### src/rtl/alu_writeback_stage.sv
// Writeback stage behind the ALU: small FIFO of results with branch resolution at enqueue
// and saturating overflow statistics.
module alu_writeback_stage #(
    parameter int unsigned N     = 32,
    parameter int unsigned DEPTH = 2
) (
    input  logic         clk,
    input  logic         rst,
    input  logic         in_valid,
    output logic         in_ready,
    input  logic [N-1:0] in_result,
    input  logic         in_zero,
    input  logic         in_equal,
    input  logic         in_overflow,
    input  logic [4:0]   in_rd,
    input  logic         in_wr_en,
    input  logic [2:0]   in_branch_type,
    output logic         out_valid,
    input  logic         out_ready,
    output logic [N-1:0] out_result,
    output logic [4:0]   out_rd,
    output logic         out_wr_en,
    output logic         out_zero,
    output logic         out_branch_taken,
    input  logic         clear_ovf,
    output logic [15:0]  ovf_count,
    output logic         ovf_sticky
);

    localparam int unsigned PW = (DEPTH > 1) ? $clog2(DEPTH) : 1;
    localparam int unsigned CW = $clog2(DEPTH + 1);

    localparam logic [2:0] BR_BEQ  = 3'd1;
    localparam logic [2:0] BR_BNE  = 3'd2;
    localparam logic [2:0] BR_BLT  = 3'd3;
    localparam logic [2:0] BR_BGE  = 3'd4;
    localparam logic [2:0] BR_BLTU = 3'd5;
    localparam logic [2:0] BR_BGEU = 3'd6;

    typedef struct packed {
        logic [N-1:0] result;
        logic         zero;
        logic [4:0]   rd;
        logic         wr_en;
        logic         taken;
    } entry_t;

    entry_t        mem [DEPTH];
    logic [PW-1:0] wr_ptr;
    logic [PW-1:0] rd_ptr;
    logic [CW-1:0] count;
    logic          enq;
    logic          deq;
    logic          taken_c;
    entry_t        head;

    assign in_ready  = !rst && (count < CW'(DEPTH));
    assign out_valid = (count != '0);
    assign enq       = in_valid && in_ready;
    assign deq       = out_valid && out_ready;

    // Branch decision resolved from the flags of the incoming beat
    always_comb begin
        taken_c = 1'b0;
        case (in_branch_type)
            BR_BEQ:            taken_c = in_equal;
            BR_BNE:            taken_c = !in_equal;
            BR_BLT,  BR_BLTU:  taken_c = in_result[0];
            BR_BGE,  BR_BGEU:  taken_c = !in_result[0];
            default:           taken_c = 1'b0;
        endcase
    end

    // Entry storage carries no reset; outputs are gated by out_valid
    always_ff @(posedge clk) begin
        if (enq) begin
            mem[wr_ptr] <= '{result: in_result,
                             zero:   in_zero,
                             rd:     in_rd,
                             wr_en:  in_wr_en && (in_rd != 5'd0),
                             taken:  taken_c};
        end
    end

    always_ff @(posedge clk) begin
        if (rst) begin
            wr_ptr <= '0;
            rd_ptr <= '0;
            count  <= '0;
        end else begin
            if (enq) wr_ptr <= wr_ptr + PW'(1);
            if (deq) rd_ptr <= rd_ptr + PW'(1);
            case ({enq, deq})
                2'b10:   count <= count + CW'(1);
                2'b01:   count <= count - CW'(1);
                default: count <= count;
            endcase
        end
    end

    // A clear coinciding with a counted beat leaves that beat counted
    always_ff @(posedge clk) begin
        if (rst) begin
            ovf_count  <= 16'd0;
            ovf_sticky <= 1'b0;
        end else if (clear_ovf) begin
            ovf_count  <= (enq && in_overflow) ? 16'd1 : 16'd0;
            ovf_sticky <= enq && in_overflow;
        end else if (enq && in_overflow) begin
            if (ovf_count != 16'hFFFF) ovf_count <= ovf_count + 16'd1;
            ovf_sticky <= 1'b1;
        end
    end

    always_comb begin
        head = mem[rd_ptr];
        if (!out_valid) head = '0;
    end

    assign out_result       = head.result;
    assign out_rd           = head.rd;
    assign out_wr_en        = head.wr_en;
    assign out_zero         = head.zero;
    assign out_branch_taken = head.taken;

endmodule

### config.mk
export PLATFORM = sky130hd
export DESIGN_NAME = alu_writeback_stage
export DESIGN_NICKNAME = d
export VERILOG_FILES = /design/src/rtl/alu_writeback_stage.sv
export SDC_FILE = /design/constraint.sdc
export NUM_CORES = 1
export LEC_CHECK = 0
export CAP_MARGIN = 20
export CORE_MARGIN = 4
export CORE_UTILIZATION = 49
export DETAILED_ROUTE_END_ITERATION = 8
export GPL_TIMING_DRIVEN = 0
export MAX_ROUTING_LAYER = met4
export PLACE_DENSITY = 0.83
export SLEW_MARGIN = 40
export SYNTH_ARGS = -nofsm -noshare
export SYNTH_HDL_FRONTEND = slang
export SYNTH_SLANG_ARGS = --single-unit
export TNS_END_PERCENT = 20
### constraint.sdc
create_clock -name clk -period 4.2 [get_ports clk]
set_input_delay 0.84 -clock clk [delete_from_list [all_inputs] [get_ports clk]]
set_output_delay 0.84 -clock clk [all_outputs]
set_load 0.05 [all_outputs]
# ---- Word-level counts from Yosys, hierarchy flattened
# Memories as Yosys holds them, arrays and structs flattened. A register that Yosys moved wholly into a read port is not among the register bits.
# Cells that the tools add are included.
dict set report classes {
  add_sub_neg 5
  n_lt_le_gt_ge 1
  eq_ne 9
  n_mux 13
  n_reduce_logical 16
}
# cell n
set ops {}
lappend ops {{2-to-1 mux 16 bit} 3}
lappend ops {{2-to-1 mux 40 bit} 1}
lappend ops {{adder 16 x 1 -> 16 bit (second input constant)} 1}
lappend ops {{!= test 16 bit (second input constant)} 1}
lappend ops {{equality test 3 bit (second input constant)} 3}
lappend ops {{nonzero test 2 bit} 4}
lappend ops {{2-to-1 mux 1 bit} 7}
lappend ops {{equality test 3 x 2 -> 1 bit (second input constant)} 2}
lappend ops {{logical AND 1 bit} 5}
lappend ops {{nonzero test 5 bit} 1}
lappend ops {{one-hot mux 1 bit (4 select lines)} 1}
lappend ops {{one-hot mux 2 bit (2 select lines)} 1}
lappend ops {{OR reduction 2 bit} 2}
lappend ops {{equality test 3 x 1 -> 1 bit (second input constant)} 1}
lappend ops {{zero test 1 bit} 3}
lappend ops {{adder 1 bit (second input constant)} 2}
lappend ops {{adder 2 x 1 -> 2 bit (second input constant)} 1}
lappend ops {{equality test 2 x 1 -> 1 bit (second input constant)} 1}
lappend ops {{equality test 2 bit (second input constant)} 1}
lappend ops {{less-than comparator 2 bit (second input constant)} 1}
lappend ops {{AND reduction 2 bit} 1}
lappend ops {{subtractor 2 x 1 -> 2 bit (second input constant)} 1}
dict set report totals {
  regBits 21
  mem_bits_rw 80
  out_inout_bits 59
  elab_cells 50
  mem_count 1
}
# name words width rd rd_ports_with_merged_regs write_ports line_no
set mem_list {}
lappend mem_list {mem 2 40 1 1 1 48} ;# entry_t mem [DEPTH];

# ---- Depth between registers and ports, before layout
dict set report logic_depth {
  depth_word 6
  ltp_mapped 7
}

# ---- Worst setup path before layout
# OpenSTA, ideal clock, no wires.
dict set report synth_timing {
  path_kind {input port to flip-flop}
  startpoint {in rst}
  endpoint {mem mem[0][0] (netlist name), enable pin}
  setup_ns 0.438
  arrival_ns 3.545
  required_time_ns 3.762
  path_slack_ns 0.217
  cell_stages 3
  path_cell_list {nor2_1 nand2_1 nor2_1}
}
dict set report synth_between {
  elab_chain_len 5
}
# item line_no
set synth_lines {}
lappend synth_lines {{start: declaration} 8} ;# input logic rst,
lappend synth_lines {{zero test 1 bit} 57} ;# assign in_ready = !rst && (count < CW'(DEPTH));
lappend synth_lines {{logical AND 1 bit} 57}
lappend synth_lines {{logical AND 1 bit} 59} ;# assign enq = in_valid && in_ready;
lappend synth_lines {{2-to-1 mux 1 bit} 76} ;# if (enq) begin
lappend synth_lines {{2-to-1 mux 1 bit (implied by the code)} 77} ;# mem[wr_ptr] <= '{result: in_result,
lappend synth_lines {{end: declaration} 48}
# Every way passes these cells.

# ---- Final worst setup path
dict set report layout_timing {
  startpoint {in rst}
  endpoint {out in_ready}
}
dict set report layout_between {
  elab_chain_len 2
}
# item line_no
set layout_lines {}
lappend layout_lines {{zero test 1 bit} 57}
lappend layout_lines {{logical AND 1 bit} 57}
lappend layout_lines {{end: declaration} 10} ;# output logic in_ready,
# Every way passes these cells.

==> results by group <==
Status
  • Status: completed

Placed design
  • Post-DP HPWL: 6.55 mm
  • GPL Wtd Cong: 0.866
  • Worst slack at placement: 977 ps
  • IO Port Bufs: 107
  • # placed instances: 523

Pwr
  • Seq pwr share: 0.373
  • Pwr per Cell Area: 560 nW/um^2
  • Clk pwr share: 0.182
  • VDD IR max: 0.000421 V
  • Combinational share of power: 0.445
  • Net Sw Frac: 0.416
  • Psw: 0.00133 W
  • Lkg Pwr: 1.91 nW
  • Internal Power: 0.00186 W

Layout
  • FILL cells: 612
  • Layout cells sized above 1: 0.0899
  • Most common cell after layout, fill and taps aside: clkdlybuf4s50_1
  • Commonest cells after routing, fill and taps aside: clkdlybuf4s50_1, edfxtp_1, nor2_1, mux2i_1, dfxtp_1
  • Area delta synth->final: 33.5%
  • Final Non-Filler Cells: 539
  • Layout Nets: 480
  • Antenna Cells: 0

Clock tree
  • Number of post-CTS setup repair buffers: 0
  • CTS Buf Count: 9
  • H-tree depth: 3
  • TritonCTS clock tree: yes
  • CTS root buf: clkbuf_8
  • Clock Sinks: 102
  • Clock buffer depth: 2
  • Worst skew pair latency: 350 ps
  • Hold Buf Count CTS: 0
  • # resized after CTS: 0
  • Clock-pin slew on the worst setup and hold paths: 90 ps

Timing
  • Final WS setup: 955 ps
  • Slew margin rel.: 0.616
  • Period utilisation layout: 0.773
  • Minimum clock period after layout: 3250 ps
  • # setup viols final: 0
  • Max-slew violations: 0
  • Tightest Pin Transition: 576 ps
  • Setup TNS: 0 ps
  • Final Hold Viols: 0
  • FMAX: 0.308 GHz
  • Worst Skew: 12.8 ps
  • RSZ-0062 raised after global routing: false

Logic synthesis
  • Top FF cell, synth: edfxtp_1
  • Share of synthesized registers carrying an async set or reset: 0
  • Post-synthesis sequential area ratio: 0.666
  • Number of distinct library cells after synthesis: 43
  • Post-synth EDFFs: 80
  • Syn Nets: 360
  • Synth warn: 0
  • Avg Cell Area, Syn: 13.8 sq um
  • Gate Count Post-Synth: 309
  • Cell taking the most area after synthesis: edfxtp_1
  • #FFs+latches synth: 102
  • Area contributors post-synth: edfxtp_1, dfxtp_1, mux2i_1
  • Synthesized area: 4270 sq um
  • Area fraction of the dominant cell type after synthesis: 0.563

Floorplanning
  • FP Rows: 33
  • Die Y: 101 um
  • Core Area: 8340 sq um
  • Ports: 108
  • Die Width: 101 um
  • Starting Density: 0.512
  • Die Area: 10300 sq um

Worst setup path
  • Max Fanout on Critical Path: 4
  • R2R depth: 6
  • Top cell by count, worst path: clkdlybuf4s50_1
  • CP startpoint: rst
  • Critical-path cell list: clkdlybuf4s50_1 > nor2_1 > clkdlybuf4s50_1
  • Worst path max stage delay: 870 ps
  • Crit end category: primary output
  • Class of the most critical setup path: input pin to primary output
  • R2R Path Start: count[1]$_SDFFE_PP0P_
  • Slowest CP cell: clkdlybuf4s50_1
  • Worst setup SP type: input pin
  • RR Endpoint: count[1]$_SDFFE_PP0P_
  • Crit path required time: 3360 ps
  • Reg2Reg Setup Slack: 2200 ps
  • Worst endpoint data arrival time: 2410 ps

Drt
  • DRT iter0 DRCs: 123
  • DR WL/cell: 16.7 um
  • Vias: 2901
  • Drt total wl: 9.00 mm
  • Final ANT Viol Nets: 0
  • Drt drc: 0
  • DR pass1 iterations: 4
  • DR vias/cell: 5.38

Hold path
  • Hold_sp: ovf_sticky$_SDFFE_PP0P_
  • Hold Path End: ovf_sticky$_SDFFE_PP0P_
  • WHS Path Cells: 2
  • Tightest Hold Check Type: flip-flop to flip-flop

Global routing
  • GRT Util Overall: 0.184
  • Largest net degree at the start of global routing: 41
  • Global-route wire length before repair: 14.3 mm
  • Antenna violations before repair: 0
  • Vias in the first global route: 2947
  • Overflow after GRT: 0

Run
  • Max Cap Viol: 0
[registers in the layout, indices dropped and copies added, names as in the netlist, named ones only]
register,flops
mem,80
count,2
wr_ptr,1
ovf_sticky,1
rd_ptr,1
ovf_count,16
[power groups by stage]
stage / registers [W] / clock network, W / logic [W]
after floorplan: 0.00121 / 0 / 0.000944
after detailed placement: 0.00121 / 0 / 0.00143
after global routing: 0.00120 / 0.000638 / 0.00150
final: 0.00119 / 0.000581 / 0.00142
after CTS: 0.00119 / 0.000595 / 0.00144
after global placement: 0.00121 / 0 / 0.00140
[layer usage]
layer,vias up,track usage,wire length [um]
met5,-,-,0
met4,0,0.0613,161
met3,16,0.0324,388
met2,81,0.309,4690
met1,1399,0.226,3760
li1,1405,-,-
[Yosys cell counts (3+ instances only)]
| library cell | instances |
|---|---|
| mux2i_1 | 42 |
| nor3_1 | 4 |
| dfxtp_1 | 22 |
| nor2_1 | 51 |
| nand2_1 | 6 |
| edfxtp_1 | 80 |
| nand4_1 | 3 |
| nand3_1 | 6 |
| buf_2 | 4 |
| or3_1 | 7 |
| a21oi_1 | 12 |
| inv_1 | 4 |
| or4_1 | 5 |
| o21ai_0 | 10 |
| o31ai_1 | 4 |
| and2_1 | 3 |
| clkbuf_1 | 7 |
| nand4_4 | 3 |
[per-stage QoR]
step | cell area [sq um] | util | total power [W] | hold slack (ps)
2_1_floorplan | 4270 | - | 0.00216 | 480
3_3_place_gp | 5470 | 0.656 | 0.00261 | 461
3_5_place_dp | 5510 | 0.661 | 0.00264 | 467
4_1_cts | 5700 | 0.683 | 0.00322 | 482
5_1_grt | 5700 | 0.683 | 0.00334 | 505
6_report | 5700 | 0.683 | 0.00319 | 478
[worst max-delay path, delay by kind of cell]
kind,cells,cell delay [ps]
and+or+nand+nor,1,260
buffers and inverters,2,1310
[cell families after synthesis]
family	Yosys count	synth area share
AO/OA/AOI/OAI	36	0.0534
XOR/XNOR	4	0.00821
adder cells (fa/ha/maj)	2	0.00586
buffers and inverters	19	0.0290
flip-flops	102	0.666
multiplexers	42	0.0985
AND/OR/NAND/NOR	104	0.139
[area by class of cell]
cell class | instances | area [sq um] | area share
well taps | 105 | 131 | 0.0231
flip-flops and latches | 102 | 2840 | 0.499
clock buffers | 9 | 124 | 0.0217
clock inverters | 7 | 62.6 | 0.0110
inverters | 4 | 15.0 | 0.00263
multi-input cells | 188 | 1310 | 0.231
plain buffers | 15 | 109 | 0.0191
repair buffers | 109 | 1100 | 0.193
[worst max-delay path by stage]
stage / endpoint / slack (ps)
finish: in_ready / 950
CTS: out_rd[1] / 970
global placement: mem[0][9]$_DFFE_PP_ / -470
floorplan: mem[0][0]$_DFFE_PP_ / 220
detailed placement: in_ready / 980
global route: out_result[31] / 810
Note: power is estimated with default switching activity, not from simulation.
